$ cat src/rtl/icache_controller.sv
// Direct-mapped, read-only instruction cache with a zero-cycle hit path and a
// single-outstanding line refill FSM (IDLE -> MISS_REQ -> MISS_WAIT -> FILL).
module icache_controller #(
    parameter int unsigned LINES      = 4,
    parameter int unsigned LINE_BYTES = 16,
    parameter int unsigned INST_LEN   = 32
) (
    input  logic                      clk,
    input  logic                      rst,
    input  logic                      fet_req_valid,
    input  logic [31:0]               fet_addr,
    output logic [INST_LEN-1:0]       fet_inst,
    output logic                      fet_rdy,
    output logic                      stall_fet_out,
    input  logic                      flush,
    output logic                      mem_req_valid,
    input  logic                      mem_req_ready,
    output logic [31:0]               mem_req_addr,
    input  logic                      mem_resp_valid,
    input  logic [LINE_BYTES*8-1:0]   mem_resp_data,
    output logic [15:0]               hit_count,
    output logic [15:0]               miss_count
);

    localparam int unsigned ADDR_W = 32;
    localparam int unsigned WORDS  = (LINE_BYTES * 8) / INST_LEN;
    localparam int unsigned OFF_W  = $clog2(LINE_BYTES);
    localparam int unsigned WSEL_W = $clog2(WORDS);
    localparam int unsigned BSEL_W = OFF_W - WSEL_W;
    localparam int unsigned IDX_W  = $clog2(LINES);
    localparam int unsigned LADR_W = ADDR_W - OFF_W;
    localparam int unsigned TAG_W  = ADDR_W - OFF_W - IDX_W;

    typedef enum logic [1:0] {
        IDLE      = 2'd0,
        MISS_REQ  = 2'd1,
        MISS_WAIT = 2'd2,
        FILL      = 2'd3
    } state_t;

    state_t                              state;
    logic [LINES-1:0]                    valid_q;
    logic [TAG_W-1:0]                    tag_q  [LINES];
    logic [WORDS-1:0][INST_LEN-1:0]      data_q [LINES];
    logic [LADR_W-1:0]                   miss_line;
    logic                                discard;

    logic [IDX_W-1:0]  req_idx;
    logic [TAG_W-1:0]  req_tag;
    logic [WSEL_W-1:0] req_word;
    logic [IDX_W-1:0]  miss_idx;
    logic [TAG_W-1:0]  miss_tag;
    logic              idle;
    logic              hit;
    logic              miss;
    logic              fill_write;
    logic              unused_addr;

    assign req_idx     = fet_addr[OFF_W +: IDX_W];
    assign req_tag     = fet_addr[ADDR_W-1 -: TAG_W];
    assign req_word    = fet_addr[BSEL_W +: WSEL_W];
    assign miss_idx    = miss_line[IDX_W-1:0];
    assign miss_tag    = miss_line[LADR_W-1 -: TAG_W];
    assign unused_addr = ^fet_addr[BSEL_W-1:0];

    // Lookup is gated by rst so that no hit or stall escapes while reset is held.
    assign idle       = (state == IDLE) && !rst;
    assign hit        = fet_req_valid && idle && valid_q[req_idx] && (tag_q[req_idx] == req_tag);
    assign miss       = fet_req_valid && idle && !hit;
    assign fill_write = !rst && (state == MISS_WAIT) && mem_resp_valid;

    assign fet_rdy       = hit;
    assign fet_inst      = hit ? data_q[req_idx][req_word] : '0;
    assign stall_fet_out = miss || (!rst && (state != IDLE));
    assign mem_req_valid = !rst && (state == MISS_REQ);
    assign mem_req_addr  = {miss_line, OFF_W'(0)};

    // Control state: FSM, valid bits, discard flag and event counters.
    always_ff @(posedge clk) begin
        if (rst) begin
            state      <= IDLE;
            valid_q    <= '0;
            discard    <= 1'b0;
            miss_line  <= '0;
            hit_count  <= 16'd0;
            miss_count <= 16'd0;
        end else begin
            if (hit) hit_count <= hit_count + 16'd1;
            if (flush) valid_q <= '0;
            case (state)
                IDLE: begin
                    if (miss) begin
                        state      <= MISS_REQ;
                        miss_line  <= fet_addr[ADDR_W-1:OFF_W];
                        miss_count <= miss_count + 16'd1;
                    end
                end
                MISS_REQ: begin
                    if (flush) discard <= 1'b1;
                    if (mem_req_ready) state <= MISS_WAIT;
                end
                MISS_WAIT: begin
                    if (flush) discard <= 1'b1;
                    if (mem_resp_valid) begin
                        // A flush seen at any point of the refill leaves the line invalid.
                        if (!(discard || flush)) valid_q[miss_idx] <= 1'b1;
                        state <= FILL;
                    end
                end
                FILL: begin
                    discard <= 1'b0;
                    state   <= IDLE;
                end
                default: state <= IDLE;
            endcase
        end
    end

    // Tag and data arrays carry no reset; the valid bits qualify them.
    always_ff @(posedge clk) begin
        if (fill_write) begin
            tag_q[miss_idx]  <= miss_tag;
            data_q[miss_idx] <= mem_resp_data;
        end
    end

endmodule

$ cat config.mk
export PLATFORM = sky130hd
export DESIGN_NAME = icache_controller
export DESIGN_NICKNAME = d
export VERILOG_FILES = /design/src/rtl/icache_controller.sv
export SDC_FILE = /design/constraint.sdc
export NUM_CORES = 1
export LEC_CHECK = 0
export ABC_AREA = 1
export CAP_MARGIN = 40
export CELL_PAD_IN_SITES_DETAIL_PLACEMENT = 1
export CELL_PAD_IN_SITES_GLOBAL_PLACEMENT = 1
export CORE_UTILIZATION = 35
export CTS_CLUSTER_DIAMETER = 150
export CTS_CLUSTER_SIZE = 24
export DETAILED_ROUTE_END_ITERATION = 7
export DONT_BUFFER_PORTS = 1
export MAX_ROUTING_LAYER = met4
export PLACE_DENSITY = 0.58
export RECOVER_POWER = 100
export SLEW_MARGIN = 10
export SYNTH_ARGS = -nofsm -noshare
export SYNTH_HDL_FRONTEND = slang
export SYNTH_SLANG_ARGS = --single-unit
export TNS_END_PERCENT = 5
$ cat constraint.sdc
create_clock -name clk -period 18.3 [get_ports clk]
set_clock_uncertainty 0.2 [all_clocks]
set_input_delay 2.745 -clock clk [delete_from_list [all_inputs] [get_ports clk]]
set_output_delay 2.745 -clock clk [all_outputs]
set_load 0.02 [all_outputs]
### After elaboration in Yosys (flattened, before gate mapping)

Memory sizes are Yosys's and may differ from the RTL's.
Cells that the tools add are included.

| word-level totals | value |
|---|---|
| register bits | 67 |
| bits in writable memories | 616 |
| output and inout bits | 99 |
| logic and storage cells | 64 |
| memories | 2 |

Memories:

| name | words | bits a word | read ports | clocked after Yosys merged registers in | wr ports | RTL line | source |
|---|---|---|---|---|---|---|---|
| data_q | 4 | 128 | 1 | 0 | 1 | 44 | `logic [WORDS-1:0][INST_LEN-1:0] data_q [LINES];` |
| tag_q | 4 | 26 | 1 | 0 | 1 | 43 | `logic [TAG_W-1:0] tag_q [LINES];` |

| operators by class | value |
|---|---|
| add/sub/neg operators | 2 |
| $lt $le $gt $ge | 4 |
| eq/ne operators | 8 |
| muxes and demuxes | 20 |
| bitwise logic cells | 1 |
| reductions and logical operators | 21 |

Operators by type and width:

| cell | count |
|---|---|
| binary-select mux 32 bit (select 2 bit) | 1 |
| two-way mux 32 bit | 2 |
| adder 16 x 1 -> 16 bit, second input constant | 2 |
| == test 26 bit | 1 |
| two-way mux 4 bit | 5 |
| logical AND 1 bit | 10 |
| < comparator 2 x 3 -> 1 bit, second input constant | 3 |
| case mux 2 bit (4 select lines) | 1 |
| two-way mux 2 bit | 3 |
| inequality test 2 bit, second input constant | 3 |
| two-way mux 1 bit | 5 |
| == test 2 bit, second input constant | 2 |
| bitwise OR 4 bit | 1 |
| AND reduction 2 bit | 2 |
| nonzero test 2 bit | 2 |
| AND reduction 3 bit | 1 |
| binary-select mux 1 bit (select 2 bit) | 1 |
| demux 1 bit (select 2 bit) | 1 |
| == test 2 x 1 -> 1 bit, second input constant | 1 |
| greater-or-equal comparator 2 x 1 -> 1 bit, second input constant | 1 |
| zero test 1 bit | 2 |
| zero test 2 bit | 1 |
| logical OR 1 bit | 2 |
| inequality test 2 x 1 -> 1 bit, second input constant | 1 |
| other kinds (2) | 2 |

### Depth between registers and ports, before layout

| depth | value |
|---|---|
| depth after elaboration | 9 |
| mapped depth | 20 |
| depth with buffers taken out | 17 |

### Worst setup path before layout

OpenSTA, ideal clock, no wires.

| path | value |
|---|---|
| path type | input to register |
| start | input rst |
| end | memory data_q[0][0] (netlist bit), enable pin |
| setup time | 856 ps |
| arrival time | 13573 ps |
| path slack | 3671 ps |
| cell stages on the path | 4 |
| path through | inv_1 > clkbuf_1 > nand3_1 > nor3_1 |

| between the ends | value |
|---|---|
| longest elaborated chain between the ends | 5 |

Ends and longest elaborated chain:

| item | RTL line | source |
|---|---|---|
| start, declared | 9 | `input logic rst,` |
| zero test 1 bit | 70 | `assign fill_write = !rst && (state == MISS_WAIT) && mem_resp_valid;` |
| logical AND 1 bit (2 in a row) | 70 |  |
| two-way mux 1 bit | 121 | `if (fill_write) begin` |
| two-way mux 1 bit (not written as such) | 123 | `data_q[miss_idx] <= mem_resp_data;` |
| end, declared | 44 |  |

No other way between the ends.

### Final worst setup path

| path | value |
|---|---|
| start | input rst |
| end | memory data_q[2][35] (netlist bit), enable pin |

Same word-level chain as after synthesis.

==> results <==
- The run finished, with violations left.
- The final reports fail on capacitance limit, slew limit.
- STA classifies the critical path startpoint as a primary input.
- The ratio of final minimum period to clock period is 0.567.
- At the end of routability-driven placement, the weighted congestion stood at around 0.84.
- The wire-length estimate of the detail-placed layout is 48.4 mm.
- TritonCTS built the clock tree.
- The final-layout setup total negative slack is 0 ps.
- The I/O pin count is approximately 270.
- The number of fill cells in the layout is 8491.
- The peak supply drop is 89.9 uV.
- The number of post-CTS setup repair buffers is 0.
- Of the total power, the share spent switching nets is 0.235.
- The number of inserted diodes is 0.
- The net count reported at finish is 2509.
- At the worst endpoint, the arrival time is 10310 ps.
- The count of buffers added on input and output ports is 0.
- For this run, the top clock speed supported by timing is about 96 MHz.
- Setup violations remaining at the end of the flow were counted as 0.
- Buffers inserted during clock tree synthesis total 34.
- The dominant synthesized flop cell is sky130_fd_sc_hd__edfxtp_1.
- The overall routed net length is 80.1 mm.
- The pin slew with the least headroom to its limit is 3630 ps.
- Clock-pin slew was measured on the worst setup and hold paths at approximately 100 ps.
- The critical path capture point type is a flop.
- The net switching power is 667 uW.
- The analysis attributes to cell leakage a power of roughly 10 nW.
- The floorplan core area is between 70000 and 80000 um^2.
- At the worst endpoint, the required time is 18240 ps.
- The cell that appears most often on the critical path is sky130_fd_sc_hd__clkbuf_1.
- The synthesized design contains 616 enable-type register cells.
- The first global-routing pass estimated 119 mm of wire.
- The cell with the largest stage delay on the worst path is sky130_fd_sc_hd__clkbuf_1.
- For this run, design rule violations remaining after detail routing come to 0.
- The post-synthesis sequential area ratio is 0.707.
- The internal portion of the total power is 2.17 mW.
- Synthesis handed over a netlist of roughly 2400 instances.
- The maximum buffer depth of the clock tree is 3.
- The synthesized design spends more area on one cell type than any other, namely sky130_fd_sc_hd__edfxtp_1.
- Synthesis inferred 683 register bits.
- Headroom to the max-slew limit came out at -1.42.
- The max-capacitance violation count is 14.
- The initial antenna violation count is 0.
- The violation count after the first detailed-routing iteration is 957.
- Of the total power, combinational logic draws 0.068.
- The starting density of the core is 0.355.
- The critical setup path kind is in2reg.
- The share of total power dissipated in the clock network is 0.293.
- After detailed placement, the total cell area comes to 29200 um^2.
- The total count of hold-check failures in the final report is 0.
- Setup repair after global routing left no endpoint under its margin.
- By area the synthesized netlist is led by sky130_fd_sc_hd__edfxtp_1, sky130_fd_sc_hd__nand2_1, sky130_fd_sc_hd__nand3_1.
- The die is between 200 and 300 um wide.
- The library cell with the highest instance count after synthesis is sky130_fd_sc_hd__nand2_1.
- Traced cell by cell, the critical path runs through inv_1 -> clkbuf_1 -> nand3_1 -> nor3_1 -> clkbuf_1 -> clkbuf_1 -> clkbuf_1.
- The pin count of the biggest net entering global routing is 312.
- The commonest cells after synthesis are sky130_fd_sc_hd__nand2_1, sky130_fd_sc_hd__edfxtp_1, sky130_fd_sc_hd__nand3_1.
- The post-route antenna net violation count is 0.
- The H-tree level count is 2.
- The clock latency on the worst-skew pair is 580 ps.
- The share of synthesized area in the top cell type comes to 0.659.
- The final number of max-transition violations was between 600 and 700.
- The highest cell delay on the worst timing path is about 2400 ps.
- The number of hold buffers added after CTS was 0.
- The vertical extent of the die is 285 um.
- For the finished layout, the period the worst path requires is 10370 ps.
- From synthesis to final layout, the design area changed by 6.25%.
- The die covers 81400 um^2.
- With fillers left out, the area of the finished cells amounts to 29800 um^2.
- The Yosys step of the flow raised 0 warnings.
- Across every metal layer, demand over resource in global routing totals 0.200.
- In this run the clock root is driven by a sky130_fd_sc_hd__clkbuf_16.
- The mean post-synth cell area is 11.7 um^2.
- The detail-routed net length per standard cell is 23.6 um.
- The largest fanout on the critical path is 44.
- Of all flip-flops after synthesis, the portion carrying an async set or reset was 0.
- The number of cells upsized or downsized after cts is 0.
- Clock tree synthesis found a total of 683 sinks.
- The number of global-route vias before repair is 19200.
- The worst hold path belongs to the class reg2reg.
- The power density over the cells is 95.0 nW/um^2.
- The share of layout cells above drive strength 1 is 0.0255.
- The final route contains between 15000 and 20000 vias.
- The number of library cell types mapped by synthesis is 43.
- The total overflow left after global routing is 0.
- The netlist area before placement is 28100 um^2.
- The sequential cell fraction of total power is 0.639.
- For this run, the detailed router's first-pass iteration total came to 5.
- The number of placement rows is around 100.
- The detail-routed via count per cell is 5.31.
## layout by cell type (no fill, tap or decap), types with 27 or more instances in the layout
master and count:
sky130_fd_sc_hd__a21oi_1 192, sky130_fd_sc_hd__a22oi_1 32, sky130_fd_sc_hd__a32o_1 32, sky130_fd_sc_hd__clkbuf_1 37, sky130_fd_sc_hd__clkbuf_16 34, sky130_fd_sc_hd__dfxtp_1 67, sky130_fd_sc_hd__edfxtp_1 616, sky130_fd_sc_hd__inv_1 77
sky130_fd_sc_hd__nand2_1 702, sky130_fd_sc_hd__nand3_1 270, sky130_fd_sc_hd__nor2_1 74, sky130_fd_sc_hd__nor3_1 27, sky130_fd_sc_hd__o21ai_0 35
## worst paths after layout
path	startpoint	to	slack, ps	cells past startpoint
max	rst	data_q[2][35]	7930	7
min	valid_q[2]	valid_q[2]	260	2
max reg2reg	state[0]	data_q[3][89]	10590	8
min reg2reg	valid_q[2]	valid_q[2]	260	2
## worst max-delay path, delay by kind of cell
family | cells | cell delay (ps)
buf+inv | 5 | 6740
simple gates | 2 | 710
## per-stage QoR
stage          utilization  total power [mW]  hold WS [ps]  instances  setup slack (ps)
6_report             0.377              2.84           264       3399              7930
5_1_grt              0.377              2.95           306       3399              7390
4_1_cts              0.381              2.88           265       3398              8730
3_5_place_dp         0.369              2.05           251       3349              8770
3_3_place_gp         0.365              2.03           245       3335              8480
2_1_floorplan            -              2.00           236       2410              3670
## power by group through the flow
stage / registers [mW] / logic [mW] / clock network, mW
after global placement: 1.84 / 0.190 / 0
after global routing: 1.82 / 0.218 / 0.912
after CTS: 1.81 / 0.202 / 0.868
after detailed placement: 1.85 / 0.201 / 0
final: 1.81 / 0.193 / 0.830
after floorplan: 1.84 / 0.158 / 0
## per-layer routing
layer | vias up | part of all wire | GRT usage | wire (um)
met5 | - | 0 | - | 0
met4 | 0 | 0.024 | 0.0531 | 1960
met3 | 92 | 0.062 | 0.0511 | 5000
met2 | 336 | 0.52 | 0.355 | 41400
met1 | 9203 | 0.40 | 0.222 | 31700
li1 | 8423 | - | - | -
## logic make-up after synthesis
logic type	synth area share
AND/OR/NAND/NOR	0.164
other	0.000134
XOR/XNOR	0.00775
buffers and inverters	0.0357
adder cells (fa/ha/maj)	0.00312
flip-flops	0.707
AO/OA/AOI/OAI	0.0824
## flip-flops by register name (all words and copies together) (netlist names)
name,flops
hit_count,16
state,2
miss_count,16
discard,1
data_q,512
miss_line,28
valid_q,4
tag_q,104
## area by class of cell
class                      count  area [um^2]  area share
clock buffer                  45          892      0.0299
clock inverter                 4         50.0     0.00168
inverter                      80          313      0.0105
multi-input combinational   1499         7210       0.242
sequential                   683        19800       0.665
tap                         1050         1310      0.0440
timing repair buffer          38          218     0.00730
No activity file was read; power rests on OpenSTA's default activity.
